**config.mk**
```make
export PLATFORM = sky130hd
export DESIGN_NAME = ex_mdu_seq
export DESIGN_NICKNAME = d
export VERILOG_FILES = /design/src/rtl/p_hardisc.sv /design/src/rtl/ex_mdu_seq_step.sv /design/src/rtl/ex_mdu_seq.sv
export SDC_FILE = /design/constraint.sdc
export NUM_CORES = 1
export LEC_CHECK = 0
export BUFFER_PORTS_ARGS = -buffer_cell sky130_fd_sc_hd__buf_2
export CAP_MARGIN = 20
export CORE_MARGIN = 8
export CORE_UTILIZATION = 68
export CTS_BUF_LIST = sky130_fd_sc_hd__clkbuf_8 sky130_fd_sc_hd__clkbuf_16
export CTS_CLUSTER_DIAMETER = 80
export CTS_CLUSTER_SIZE = 10
export DETAILED_ROUTE_END_ITERATION = 10
export GPL_TIMING_DRIVEN = 1
export PLACE_DENSITY = 0.89
export SYNTH_ARGS = -nofsm -noshare
export SYNTH_HDL_FRONTEND = slang
export SYNTH_SLANG_ARGS = --single-unit
```
**constraint.sdc**
```tcl
create_clock -name s_clk_i -period 6.9 [get_ports s_clk_i]
set_input_delay 1.725 -clock s_clk_i [delete_from_list [all_inputs] [get_ports s_clk_i]]
set_output_delay 1.725 -clock s_clk_i [all_outputs]
set_load 0.005 [all_outputs]
```
**src/rtl/p_hardisc.sv**
```systemverilog
// Shared core package: MDU operation encoding and small op-decode helpers.
package p_hardisc;

    // MDU operations in RISC-V M-extension funct3 order.
    typedef enum logic [2:0] {
        MDU_MUL    = 3'd0,
        MDU_MULH   = 3'd1,
        MDU_MULHSU = 3'd2,
        MDU_MULHU  = 3'd3,
        MDU_DIV    = 3'd4,
        MDU_DIVU   = 3'd5,
        MDU_REM    = 3'd6,
        MDU_REMU   = 3'd7
    } mdu_op_t;

    // True for the four division-family operations.
    function automatic logic mdu_is_div(input mdu_op_t op);
        logic r;
        case (op)
            MDU_DIV, MDU_DIVU, MDU_REM, MDU_REMU: r = 1'b1;
            default:                              r = 1'b0;
        endcase
        return r;
    endfunction

    // True for the remainder operations.
    function automatic logic mdu_is_rem(input mdu_op_t op);
        logic r;
        case (op)
            MDU_REM, MDU_REMU: r = 1'b1;
            default:           r = 1'b0;
        endcase
        return r;
    endfunction

    // rs1 is interpreted as signed.
    function automatic logic mdu_op1_signed(input mdu_op_t op);
        logic r;
        case (op)
            MDU_MULH, MDU_MULHSU, MDU_DIV, MDU_REM: r = 1'b1;
            default:                                r = 1'b0;
        endcase
        return r;
    endfunction

    // rs2 is interpreted as signed.
    function automatic logic mdu_op2_signed(input mdu_op_t op);
        logic r;
        case (op)
            MDU_MULH, MDU_DIV, MDU_REM: r = 1'b1;
            default:                    r = 1'b0;
        endcase
        return r;
    endfunction

endpackage

```
**src/rtl/ex_mdu_seq_step.sv**
```systemverilog
// One radix step of the sequential MDU: R unsigned shift-add (multiply,
// LSB first) or restoring-subtract (divide, MSB first) iterations.
// Multiply: {acc,lo} holds {partial high, multiplier/low product}.
// Divide:   acc holds the partial remainder, lo the dividend/quotient.
module mdu_step #(
    parameter int W = 32,
    parameter int R = 1
) (
    input  logic         is_div_i,
    input  logic [W-1:0] acc_i,
    input  logic [W-1:0] lo_i,
    input  logic [W-1:0] mcand_i,
    output logic [W-1:0] acc_o,
    output logic [W-1:0] lo_o
);

    logic [W-1:0] acc_v;
    logic [W-1:0] lo_v;
    logic [W:0]   tmp_v;

    // Unrolled chain of R iterations on the working registers.
    always_comb begin
        acc_v = acc_i;
        lo_v  = lo_i;
        tmp_v = {(W+1){1'b0}};
        for (int i = 0; i < R; i++) begin
            if (is_div_i) begin
                // Shift the next dividend bit into the remainder, try subtract.
                tmp_v = {acc_v, lo_v[W-1]};
                lo_v  = {lo_v[W-2:0], 1'b0};
                if (tmp_v >= {1'b0, mcand_i}) begin
                    tmp_v   = tmp_v - {1'b0, mcand_i};
                    lo_v[0] = 1'b1;
                end else begin
                    lo_v[0] = 1'b0;
                end
                acc_v = tmp_v[W-1:0];
            end else begin
                // Add multiplicand when the current multiplier bit is set,
                // then shift the whole {carry,acc,lo} right by one.
                if (lo_v[0]) begin
                    tmp_v = {1'b0, acc_v} + {1'b0, mcand_i};
                end else begin
                    tmp_v = {1'b0, acc_v};
                end
                lo_v  = {tmp_v[0], lo_v[W-1:1]};
                acc_v = tmp_v[W:1];
            end
        end
        acc_o = acc_v;
        lo_o  = lo_v;
    end

endmodule

```
**src/rtl/ex_mdu_seq.sv**
```systemverilog
// Sequential EX-stage multiply/divide unit. Operands are reduced to
// magnitudes on capture, processed by an unsigned radix-R datapath for
// W/R cycles, and sign-corrected / half-selected in a single FIX cycle.
module ex_mdu_seq
    import p_hardisc::*;
#(
    parameter int W = 32,
    parameter int R = 1
) (
    input  logic         s_clk_i,
    input  logic         s_rst_i,
    input  logic         s_start_i,
    input  logic [2:0]   s_op_i,
    input  logic [W-1:0] s_operand1_i,
    input  logic [W-1:0] s_operand2_i,
    input  logic         s_stall_i,
    input  logic         s_flush_i,
    output logic         s_busy_o,
    output logic         s_finished_o,
    output logic [W-1:0] s_result_o
);

    localparam int STEPS = W / R;
    localparam int CW    = (STEPS > 1) ? $clog2(STEPS) : 1;

    localparam logic [CW-1:0]  CNT_ZERO  = {CW{1'b0}};
    localparam logic [CW-1:0]  CNT_ONE   = {{(CW-1){1'b0}}, 1'b1};
    localparam logic [CW-1:0]  CNT_LAST  = CW'(STEPS - 1);
    localparam logic [W-1:0]   ZERO_W    = {W{1'b0}};
    localparam logic [W-1:0]   ONE_W     = {{(W-1){1'b0}}, 1'b1};
    localparam logic [W-1:0]   ONES_W    = {W{1'b1}};
    localparam logic [W-1:0]   MIN_W     = {1'b1, {(W-1){1'b0}}};
    localparam logic [2*W-1:0] ONE_2W    = {{(2*W-1){1'b0}}, 1'b1};

    typedef enum logic [1:0] {
        ST_IDLE = 2'd0,
        ST_CALC = 2'd1,
        ST_FIX  = 2'd2,
        ST_DONE = 2'd3
    } state_t;

    state_t          state_q;
    logic [CW-1:0]   cnt_q;
    mdu_op_t         op_q;
    logic [W-1:0]    acc_q;
    logic [W-1:0]    lo_q;
    logic [W-1:0]    mcand_q;
    logic            neg_q;
    logic            rneg_q;
    logic            busy_q;
    logic            fin_q;
    logic [W-1:0]    res_q;

    mdu_op_t         op_s;
    logic            is_div_s;
    logic [W:0]      ext1_s;
    logic [W:0]      ext2_s;
    logic [W-1:0]    mag1_s;
    logic [W-1:0]    mag2_s;
    logic            special_s;
    logic [W-1:0]    special_res_s;

    logic [W-1:0]    step_acc_d;
    logic [W-1:0]    step_lo_d;
    logic [2*W-1:0]  prod_s;
    logic [2*W-1:0]  prod_fix_s;
    logic [W-1:0]    quo_fix_s;
    logic [W-1:0]    rem_fix_s;
    logic [W-1:0]    fix_res_d;

    // Decode the incoming op: extend operands to W+1 bits by signedness,
    // take magnitudes, and detect zero-divisor / signed-overflow shortcuts.
    always_comb begin
        op_s     = mdu_op_t'(s_op_i);
        is_div_s = mdu_is_div(op_s);
        ext1_s   = {mdu_op1_signed(op_s) & s_operand1_i[W-1], s_operand1_i};
        ext2_s   = {mdu_op2_signed(op_s) & s_operand2_i[W-1], s_operand2_i};
        if (ext1_s[W]) begin
            mag1_s = ~ext1_s[W-1:0] + ONE_W;
        end else begin
            mag1_s = ext1_s[W-1:0];
        end
        if (ext2_s[W]) begin
            mag2_s = ~ext2_s[W-1:0] + ONE_W;
        end else begin
            mag2_s = ext2_s[W-1:0];
        end
        special_s     = 1'b0;
        special_res_s = ZERO_W;
        if (is_div_s && (s_operand2_i == ZERO_W)) begin
            special_s     = 1'b1;
            special_res_s = mdu_is_rem(op_s) ? s_operand1_i : ONES_W;
        end else if (is_div_s && mdu_op1_signed(op_s) &&
                     (s_operand1_i == MIN_W) && (s_operand2_i == ONES_W)) begin
            special_s     = 1'b1;
            special_res_s = mdu_is_rem(op_s) ? ZERO_W : s_operand1_i;
        end else begin
            special_s     = 1'b0;
            special_res_s = ZERO_W;
        end
    end

    mdu_step #(
        .W (W),
        .R (R)
    ) u_step (
        .is_div_i (mdu_is_div(op_q)),
        .acc_i    (acc_q),
        .lo_i     (lo_q),
        .mcand_i  (mcand_q),
        .acc_o    (step_acc_d),
        .lo_o     (step_lo_d)
    );

    // FIX-cycle result: sign-correct, then pick product half or quotient/remainder.
    always_comb begin
        prod_s = {acc_q, lo_q};
        if (neg_q) begin
            prod_fix_s = ~prod_s + ONE_2W;
            quo_fix_s  = ~lo_q + ONE_W;
        end else begin
            prod_fix_s = prod_s;
            quo_fix_s  = lo_q;
        end
        if (rneg_q) begin
            rem_fix_s = ~acc_q + ONE_W;
        end else begin
            rem_fix_s = acc_q;
        end
        case (op_q)
            MDU_MUL:                         fix_res_d = prod_fix_s[W-1:0];
            MDU_MULH, MDU_MULHSU, MDU_MULHU: fix_res_d = prod_fix_s[2*W-1:W];
            MDU_DIV, MDU_DIVU:               fix_res_d = quo_fix_s;
            MDU_REM, MDU_REMU:               fix_res_d = rem_fix_s;
            default:                         fix_res_d = ZERO_W;
        endcase
    end

    // Control FSM with registered busy/finished/result outputs and datapath state.
    always_ff @(posedge s_clk_i) begin
        if (s_rst_i) begin
            state_q <= ST_IDLE;
            cnt_q   <= CNT_ZERO;
            op_q    <= MDU_MUL;
            acc_q   <= ZERO_W;
            lo_q    <= ZERO_W;
            mcand_q <= ZERO_W;
            neg_q   <= 1'b0;
            rneg_q  <= 1'b0;
            busy_q  <= 1'b0;
            fin_q   <= 1'b0;
            res_q   <= ZERO_W;
        end else if (s_flush_i) begin
            state_q <= ST_IDLE;
            cnt_q   <= CNT_ZERO;
            busy_q  <= 1'b0;
            fin_q   <= 1'b0;
            res_q   <= ZERO_W;
        end else begin
            case (state_q)
                ST_IDLE: begin
                    if (s_start_i) begin
                        op_q    <= op_s;
                        acc_q   <= ZERO_W;
                        lo_q    <= is_div_s ? mag1_s : mag2_s;
                        mcand_q <= is_div_s ? mag2_s : mag1_s;
                        neg_q   <= ext1_s[W] ^ ext2_s[W];
                        rneg_q  <= ext1_s[W];
                        cnt_q   <= CNT_ZERO;
                        busy_q  <= 1'b1;
                        if (special_s) begin
                            state_q <= ST_DONE;
                            fin_q   <= 1'b1;
                            res_q   <= special_res_s;
                        end else begin
                            state_q <= ST_CALC;
                            fin_q   <= 1'b0;
                            res_q   <= ZERO_W;
                        end
                    end else begin
                        busy_q <= 1'b0;
                        fin_q  <= 1'b0;
                        res_q  <= ZERO_W;
                    end
                end
                ST_CALC: begin
                    acc_q <= step_acc_d;
                    lo_q  <= step_lo_d;
                    if (cnt_q == CNT_LAST) begin
                        cnt_q   <= CNT_ZERO;
                        state_q <= ST_FIX;
                    end else begin
                        cnt_q <= cnt_q + CNT_ONE;
                    end
                end
                ST_FIX: begin
                    res_q   <= fix_res_d;
                    fin_q   <= 1'b1;
                    state_q <= ST_DONE;
                end
                ST_DONE: begin
                    // Result stays put while the MA stage stalls us.
                    if (!s_stall_i) begin
                        state_q <= ST_IDLE;
                        busy_q  <= 1'b0;
                        fin_q   <= 1'b0;
                        res_q   <= ZERO_W;
                    end else begin
                        fin_q <= 1'b1;
                    end
                end
                default: begin
                    state_q <= ST_IDLE;
                    cnt_q   <= CNT_ZERO;
                    busy_q  <= 1'b0;
                    fin_q   <= 1'b0;
                    res_q   <= ZERO_W;
                end
            endcase
        end
    end

    assign s_busy_o     = busy_q;
    assign s_finished_o = fin_q;
    assign s_result_o   = res_q;

endmodule

```
# Word-level counts from Yosys, hierarchy flattened
# Cells that the tools add are included.
# word_totals
regBits	142
latch_bits	0
ram_bits	0
rom_bits	0
output_inout_bits	34
n_memories	0
# op_classes
addsub	8
multipliers	0
div	0
order_cmp	1
n_eq_ne	22
shifts	0
n_mux	51
bitwise_logic	9
n_reduce_logical	25
# op_table
cell	n
2-to-1 mux 32 bit	18
adder 32 x 1 -> 32 bit, second input constant	4
inverter 32 bit	4
case mux 32 bit (2 select lines)	2
case mux 32 bit (4 select lines)	1
case mux 32 bit (3 select lines)	1
adder 64 x 1 -> 64 bit, second input constant	1
equality test 32 bit, second input constant	2
2-to-1 mux 64 bit	1
inverter 64 bit	1
adder 32 x 32 -> 33 bit	1
>= comparator 33 x 32 -> 1 bit	1
2-to-1 mux 33 bit	1
zero test 32 bit	1
subtractor 32 bit	1
equality test 3 bit, second input constant	8
2-to-1 mux 1 bit	17
OR reduction 4 bit	3
2-to-1 mux 5 bit	2
case mux 5 bit (2 select lines)	1
equality test 3 x 2 -> 1 bit, second input constant	3
AND reduction 3 bit	3
2-to-1 mux 2 bit	4
case mux 2 bit (4 select lines)	1
19 further kinds	34

# Longest topological paths before layout
# Gate-level depths: netlist of run 1.
# depth
depth_word	16
mapped_depth	15

# Modules after synthesis
# From an unflattened synthesis of run 1, not the netlist that was laid out.
# unflattened
cells_unflattened	2322
hier_area_um2	16308.1
# modules_own_cells
mod	instances	cells_per_inst	area_per_inst_um2
ex_mdu_seq	1	1570	11204.5
mdu_step	1	752	5103.6

# Worst setup path after synthesis of run 1
# OpenSTA, ideal clock, no wires.
# synth_path
path_kind	input to register
startpoint	input s_operand2_i[13]
endpoint	register lo_q[28]
setup_ns	0.078
arrival_ns	4.148
slack_ns	2.674
cell_stages	10
path_cell_list	or3_4 or3_4 or4b_4 or4_4 o21ai_2 xnor2_1 nor2_1 a211oi_1 a211oi_1 nor3_1
# synth_via
elab_chain_len	6
# synth_lines
element	line	rtl
from (decl)	ex_mdu_seq.sv:15	input logic [W-1:0] s_operand2_i,
inverter 32 bit	ex_mdu_seq.sv:84	mag2_s = ~ext2_s[W-1:0] + ONE_W;
adder 32 x 1 -> 32 bit	ex_mdu_seq.sv:84	
2-to-1 mux 32 bit	ex_mdu_seq.sv:83	if (ext2_s[W]) begin
2-to-1 mux 32 bit	ex_mdu_seq.sv:165	lo_q <= is_div_s ? mag1_s : mag2_s;
2-to-1 mux 32 bit	ex_mdu_seq.sv:162	if (s_start_i) begin
case mux 32 bit (2 select lines)	ex_mdu_seq.sv:160	case (state_q)
to (signal assigned)	ex_mdu_seq.sv:165	
to (signal assigned)	ex_mdu_seq.sv:188	lo_q <= step_lo_d;
to (decl)	ex_mdu_seq.sv:46	logic [W-1:0] lo_q;
# Every way passes these cells. The select of a mux whose other input is x is not followed.
# A chain may end at the register's enable or synchronous reset.

# Worst setup path after layout of run 1
# layout_path
startpoint	input s_operand2_i[18]
endpoint	register res_q[5] (netlist: s_result_o[5])
# layout_via
elab_chain_len	7
word_cells_on_any_way	11
# layout_lines
element	line	rtl
equality test 32 bit	ex_mdu_seq.sv:94	(s_operand1_i == MIN_W) && (s_operand2_i == ONES_W)) begin
logical AND 1 bit	ex_mdu_seq.sv:94	
2-to-1 mux 32 bit or 2-to-1 mux 1 bit (tied branches)	ex_mdu_seq.sv:93	end else if (is_div_s && mdu_op1_signed(op_s) &&
2-to-1 mux 32 bit or 2-to-1 mux 1 bit (tied branches)	ex_mdu_seq.sv:90	if (is_div_s && (s_operand2_i == ZERO_W)) begin
2-to-1 mux 32 bit *	ex_mdu_seq.sv:171	if (special_s) begin
2-to-1 mux 32 bit *	ex_mdu_seq.sv:162	
case mux 32 bit (3 select lines) *	ex_mdu_seq.sv:160	
to (signal assigned)	ex_mdu_seq.sv:174	res_q <= special_res_s;
to (signal assigned)	ex_mdu_seq.sv:197	res_q <= fix_res_d;
to (decl)	ex_mdu_seq.sv:52	logic [W-1:0] res_q;
# Mark *: on every way between the ends. The rest lies on a longest branch, timed or not.

==> impl_metrics.tcl, run 1 <==
set metrics [dict create \
    clock-sinks 142 \
    die_w_um 163.8 \
    worst_clock_skew_ps 17.65 \
    initial_core_util 0.6870 \
    fmax_mhz 211.4 \
    cts.htree.levels 4 \
    worstSetupStartpointType "input port" \
    antenna_found_initial 0 \
    switching_power_mw 1.074 \
    power.density_nw_per_um2 177.6 \
    worst_pin_slew_ps 1107 \
    drtIter0Drc 2713 \
    rsz0062_at_grt "no" \
    min-delay-start "cnt_q[3]" \
    holdBufCountCts 0 \
    cp_slowest_stage_delay_ps 940 \
    synth_edf_count 0 \
    yosys_warnings 0 \
    synthDistinctLibCells 91 \
    path_max_fanout 32 \
    place_hpwl_um 42770 \
    fin_crit_ps 4731 \
    cts_tree "yes" \
    die_y_um 163.8 \
    postPlaceCellArea_um2 15320 \
    post_cts_resized 0 \
    crit_type "input port to register" \
    wl_um 57500 \
    finalSetupViolations 0 \
    drive_above_1_share 0.1142 \
    cts.clk_slew.worst_paths_ps 70 \
    synthCells 2089 \
    routabilityCongestion 1.009 \
    r2r-start "acc_q[3]" \
    finalInstanceArea_um2 15910 \
    cts_root_buf "clkbuf_16" \
    io_pins 106 \
    maxCapViolCount 0 \
    ys_ff_latch 142 \
    post-route-period-util 0.6856 \
    cts_buffers 17 \
    grt_start_max_net_pins 78 \
    viasPerCell 7.155 \
    required_ps 7280 \
    yosysSeqAreaShare 0.1914 \
    hold_viol 0 \
    synth_nets 2238 \
    switching_share 0.3802 \
    grt_pass1_wl_um 87610 \
    hp-class "register to register" \
    io_buffers 105 \
    crit_slowest_cell "and2b_1" \
    track_usage 0.4158 \
    end_kind "register" \
    route.vias.total 16970 \
    drcViolationCount 0 \
    synth-main-ff-cell "dfxtp_1" \
    pwr-share-clk 0.347 \
    irDropWorstVdd_v 0.0001720 \
    drtAntennaViolNets 0 \
    insertion_delay_ps 440 \
    seq_power_share 0.325 \
    status "finished clean" \
    pwr-share-comb 0.328 \
    wl_per_cell_um 24.24 \
    core_area_um2 21620 \
    rows 54 \
    p_int_mw 1.751 \
    max-slew-margin-rel 0.2618 \
    cts_setup_buffers 0 \
    area_growth_pct 7.126 \
    grt_pass1_vias 15440 \
    final_max_slew_viol_count 0 \
    netlist_area_um2 14850 \
    cts_buffer_depth 2 \
    leakagePower_nw 6.333 \
    die-area_um2 26830 \
    syn_avg_cell_area_um2 7.111 \
    nets 2229 \
    arrival_ps 5110 \
    crit_path_cell_trace "buf_2 -> or4_4 -> nor4_2 -> or4b_4 -> nor3b_2 -> and2b_1 -> o21ai_0 -> o311ai_1 -> o221a_1" \
    synthArstFlopShare 0 \
    overflow 0 \
    startpoint "s_operand2_i[18]" \
    dr.pass1.iters 6 \
    n_antenna_cell 0 \
    fin_setup_tns_ps 0 \
]
power groups by stage:
stage	Combinational, mW	Sequential [mW]	Clock (mW)
finish	0.927	0.919	0.981
global route	0.980	0.921	1.01
CTS	0.882	0.914	0.968
detailed placement	0.875	0.933	0
global placement	0.856	0.931	0
floorplan	0.632	0.904	0
worst max-delay path: cells and delay by family:
family / cells / cell delay [ps]
buf+inv: 1 / 130
simple gates: 5 / 2720
compound gates: 3 / 530
worst paths after layout:
check        cells past startpoint             to  slack [ps]
min reg2reg                      2       cnt_q[3]         490
max reg2reg                     12      acc_q[19]        2470
min                              2       cnt_q[3]         490
max                              9  s_result_o[5]        2170
routing by layer:
layer	track usage	up-vias	share of wire
met2	0.6082	1328	0.42
met1	0.5420	7789	0.37
met4	0.2434	0	0.063
li1	-	7594	-
met3	0.1103	261	0.15
met5	0	-	0
cells by family (layout without fill, tap and decap cells):
group	after synthesis	count (layout)	share of synthesized area
buffers and inverters	231	234	0.06006
and+or+nand+nor	660	660	0.2171
DFF	142	142	0.1914
AOI/OAI and AO/OA	721	721	0.3051
adders and majority gates	77	77	0.06587
xor gates and xnor gates	181	181	0.1067
muxes	77	77	0.05382
state kept, by name (all words and copies together), names as in the netlist:
name and flops:
cnt_q 5, state_q 2, s_busy_o 1, s_finished_o 1, mcand_q 32, op_q 3, lo_q 32, neg_q 1
s_result_o 32, acc_q 32, rneg_q 1
synth_stat cells, types with 44 or more instances:
| cell | count | area (um2) |
|---|---|---|
| dfxtp_1 | 142 | 2843 |
| nand2_1 | 193 | 724.4 |
| clkbuf_1 | 130 | 488.0 |
| a211oi_1 | 81 | 608.1 |
| mux2i_1 | 54 | 540.5 |
| inv_1 | 74 | 277.8 |
| o21ai_0 | 137 | 685.7 |
| o21ai_1 | 51 | 255.2 |
| xnor2_1 | 98 | 858.3 |
| xor2_1 | 83 | 727.0 |
| nor3_1 | 44 | 220.2 |
| nor2_1 | 207 | 777.0 |
| a21oi_1 | 196 | 980.9 |
| ha_1 | 75 | 938.4 |
stage by stage:
stage	total power [mW]	setup WS [ps]	utilization	hold slack [ps]	cells
after floorplan	1.535	2674	-	448.6	2089
after global placement	1.787	1914	0.7084	469.4	2341
after detailed placement	1.808	1864	0.7084	476.6	2341
after CTS	2.765	2300	0.7360	484.0	2372
after global routing	2.908	2053	0.7360	505.0	2372
final	2.826	2169	0.7360	486.5	2372
placed cells by master, fill, tap and decap left out, drive strengths merged, types with 28 or more instances in the layout:
master / count
a211oi: 82
xnor2: 98
xor2: 83
a21oi: 196
or3: 31
ha: 75
mux2i: 54
nor2: 207
inv: 79
nor3: 46
o211ai: 32
a21o: 36
dfxtp: 142
nand2: 193
o31ai: 28
o21ai: 190
nand3: 33
buf: 129
area by class of cell:
| class | count | area, um2 |
|---|---|---|
| multi-input combinational | 1716 | 11140 |
| tap | 280 | 350.3 |
| fill | 1805 | 5708 |
| clock buffer | 17 | 425.4 |
| timing repair buffer | 129 | 705.7 |
| clock inverter | 14 | 170.2 |
| inverter | 74 | 277.8 |
| sequential | 142 | 2846 |
(Power assumes the default switching activity.)
==> run 2, diff against run 1 <==
--- a/config.mk
+++ b/config.mk
@@ -8,13 +8,13 @@
 export BUFFER_PORTS_ARGS = -buffer_cell sky130_fd_sc_hd__buf_2
 export CAP_MARGIN = 20
 export CORE_MARGIN = 8
-export CORE_UTILIZATION = 68
+export CORE_UTILIZATION = 57
 export CTS_BUF_LIST = sky130_fd_sc_hd__clkbuf_8 sky130_fd_sc_hd__clkbuf_16
 export CTS_CLUSTER_DIAMETER = 80
 export CTS_CLUSTER_SIZE = 10
 export DETAILED_ROUTE_END_ITERATION = 10
 export GPL_TIMING_DRIVEN = 1
-export PLACE_DENSITY = 0.89
+export PLACE_DENSITY = 0.8
 export SYNTH_ARGS = -nofsm -noshare
 export SYNTH_HDL_FRONTEND = slang
 export SYNTH_SLANG_ARGS = --single-unit
==> constraint.sdc (replaced) <==
create_clock -name s_clk_i -period 4.2 [get_ports s_clk_i]
set_input_delay 1.05 -clock s_clk_i [delete_from_list [all_inputs] [get_ports s_clk_i]]
set_output_delay 1.05 -clock s_clk_i [all_outputs]
set_load 0.005 [all_outputs]
==> run 2 against run 1 <==
  * Clock power up 61%
  * Critical path depth up 4
  * Combinational power rose by 64%
  * Largest cell class unchanged
  * Largest power group unchanged
==> impl_metrics.tcl, run 2 (synthesis gave the netlist of run 1 again) <==
set metrics [dict create \
    seq_power_share 0.331 \
    worst_clock_skew_ps 11.08 \
    n_fill_cell 2334 \
    rows 59 \
    finalSetupViolations 0 \
    clock-sinks 142 \
    crit_slowest_cell "dfxtp_1" \
    critPathTopFamily "compound AO/OA/AOI/OAI gates" \
    drive_above_1_share 0.1302 \
    wl_per_cell_um 23.45 \
    dr.pass1.iters 9 \
    routabilityCongestion 1.038 \
    fin_util 0.6310 \
    end_kind "register" \
    switching_share 0.4002 \
    arrival_ps 4110 \
    worstSetupStartpointType "register" \
    leakagePower_nw 6.532 \
    holdWs_ps 499.6 \
    grt_start_max_net_pins 76 \
    cts_buffer_depth 2 \
    nets 2264 \
    viasPerCell 6.845 \
    fin_setup_tns_ps 0 \
    cts_buffers 17 \
    insertion_delay_ps 440 \
    path_max_fanout 4 \
    hp-class "register to register" \
    io_pins 106 \
    antenna_found_initial 1 \
    layout_commonest_cell "nor2_1" \
    drtIter0Drc 2563 \
    fin_crit_ps 3797 \
    worst_pin_slew_ps 1100 \
    io_buffers 105 \
    cts_tree "yes" \
    crit_top_cell "a31oi_1" \
    crit_type "register to register" \
    final_max_slew_viol_count 0 \
    cp_slowest_stage_delay_ps 460 \
    hold_viol 0 \
    grt_pass1_wl_um 87650 \
    power.density_nw_per_um2 284.4 \
    wl_um 57750 \
    track_usage 0.3548 \
    pwr-share-comb 0.328 \
    drcViolationCount 0 \
    required_ps 4510 \
    n_antenna_cell 0 \
    cts_root_buf "clkbuf_16" \
    switching_power_mw 1.855 \
    core_area_um2 25840 \
    finalPower_mw 4.636 \
    irDropWorstVdd_v 0.0002930 \
    drtAntennaViolNets 0 \
    initial_core_util 0.5749 \
    multi_input_area_um2 11130 \
    overflow 0 \
    area_growth_pct 9.754 \
    holdBufCountCts 0 \
    mostFrequentLayoutCells "nor2_1, a21oi_1, nand2_1" \
    pwr-share-clk 0.341 \
    rsz0062_at_grt "no" \
    p_int_mw 2.781 \
    die_w_um 177.4 \
    grt_pass1_vias 15240 \
    die-area_um2 31480 \
    route.vias.total 16860 \
    crit_path_cell_trace "ha_1 -> inv_1 -> fa_1 -> nand2b_1 -> a21o_1 -> a31oi_1 -> a31oi_1 -> o21ba_2 -> o2111ai_1 -> a211o_1 -> xor2_1 -> o311ai_0 -> a21oi_1" \
    fmax_mhz 263.4 \
    status "finished clean" \
    post-route-period-util 0.9041 \
    cts.clk_slew.worst_paths_ps 70 \
    crit_buf_inv 1 \
    place_hpwl_um 44030 \
    die_y_um 177.4 \
    cts.htree.levels 4 \
    maxCapViolCount 0 \
    final-seq-area_um2 2846 \
    post_cts_resized 0 \
    cts_setup_buffers 0 \
    max-slew-margin-rel 0.2667 \
]
run 2: worst paths after layout:
check,startpoint,endpoint,slack (ps),depth (start not counted)
max reg2reg,mcand_q[0],acc_q[29],400,13
min reg2reg,cnt_q[3],cnt_q[3],500,2
max,mcand_q[0],acc_q[29],400,13
min,cnt_q[3],cnt_q[3],500,2
run 2: final cells by class:
type,count,share of cell area
Clock buffer,17,0.02609
Clock inverter,15,0.01128
Inverter,74,0.01704
Multi-Input combinational cell,1716,0.6828
Sequential cell,142,0.1746
Tap cell,335,0.02571
Timing Repair Buffer,164,0.06247
run 2: worst reg2reg max path: cells and delay by family, from the launching register on:
kind / cells / cell delay, ps
buffers and inverters: 1 / 80
adder cells (fa/ha/maj): 2 / 730
flip-flops: 1 / 460
XOR/XNOR: 1 / 80
AO/OA/AOI/OAI: 8 / 2120
AND/OR/NAND/NOR: 1 / 200
run 2: metrics by stage:
stage               instance area (um2)  instances  setup slack, ps
floorplan                         14850       2089            649.1
finish                            16300       2463            402.8
detailed placement                15690       2431            331.6
global placement                  15690       2431            314.3
CTS                               16300       2463            501.7
global route                      16300       2463            248.8
run 2: power groups by stage:
stage | Clock (mW) | Combinational (mW) | Sequential (mW)
3_5_place_dp | 0 | 1.46 | 1.55
4_1_cts | 1.57 | 1.47 | 1.52
2_1_floorplan | 0 | 1.04 | 1.48
5_1_grt | 1.63 | 1.62 | 1.54
3_3_place_gp | 0 | 1.44 | 1.55
6_report | 1.58 | 1.52 | 1.53
run 2: routing by layer:
| metal | vias up | GRT usage | part of all wire |
|---|---|---|---|
| met2 | 1186 | 0.5247 | 0.42 |
| met4 | 2 | 0.1771 | 0.058 |
| li1 | 7677 | - | - |
| met3 | 204 | 0.09617 | 0.13 |
| met1 | 7791 | 0.4678 | 0.39 |
| met5 | - | 0 | 0.00021 |
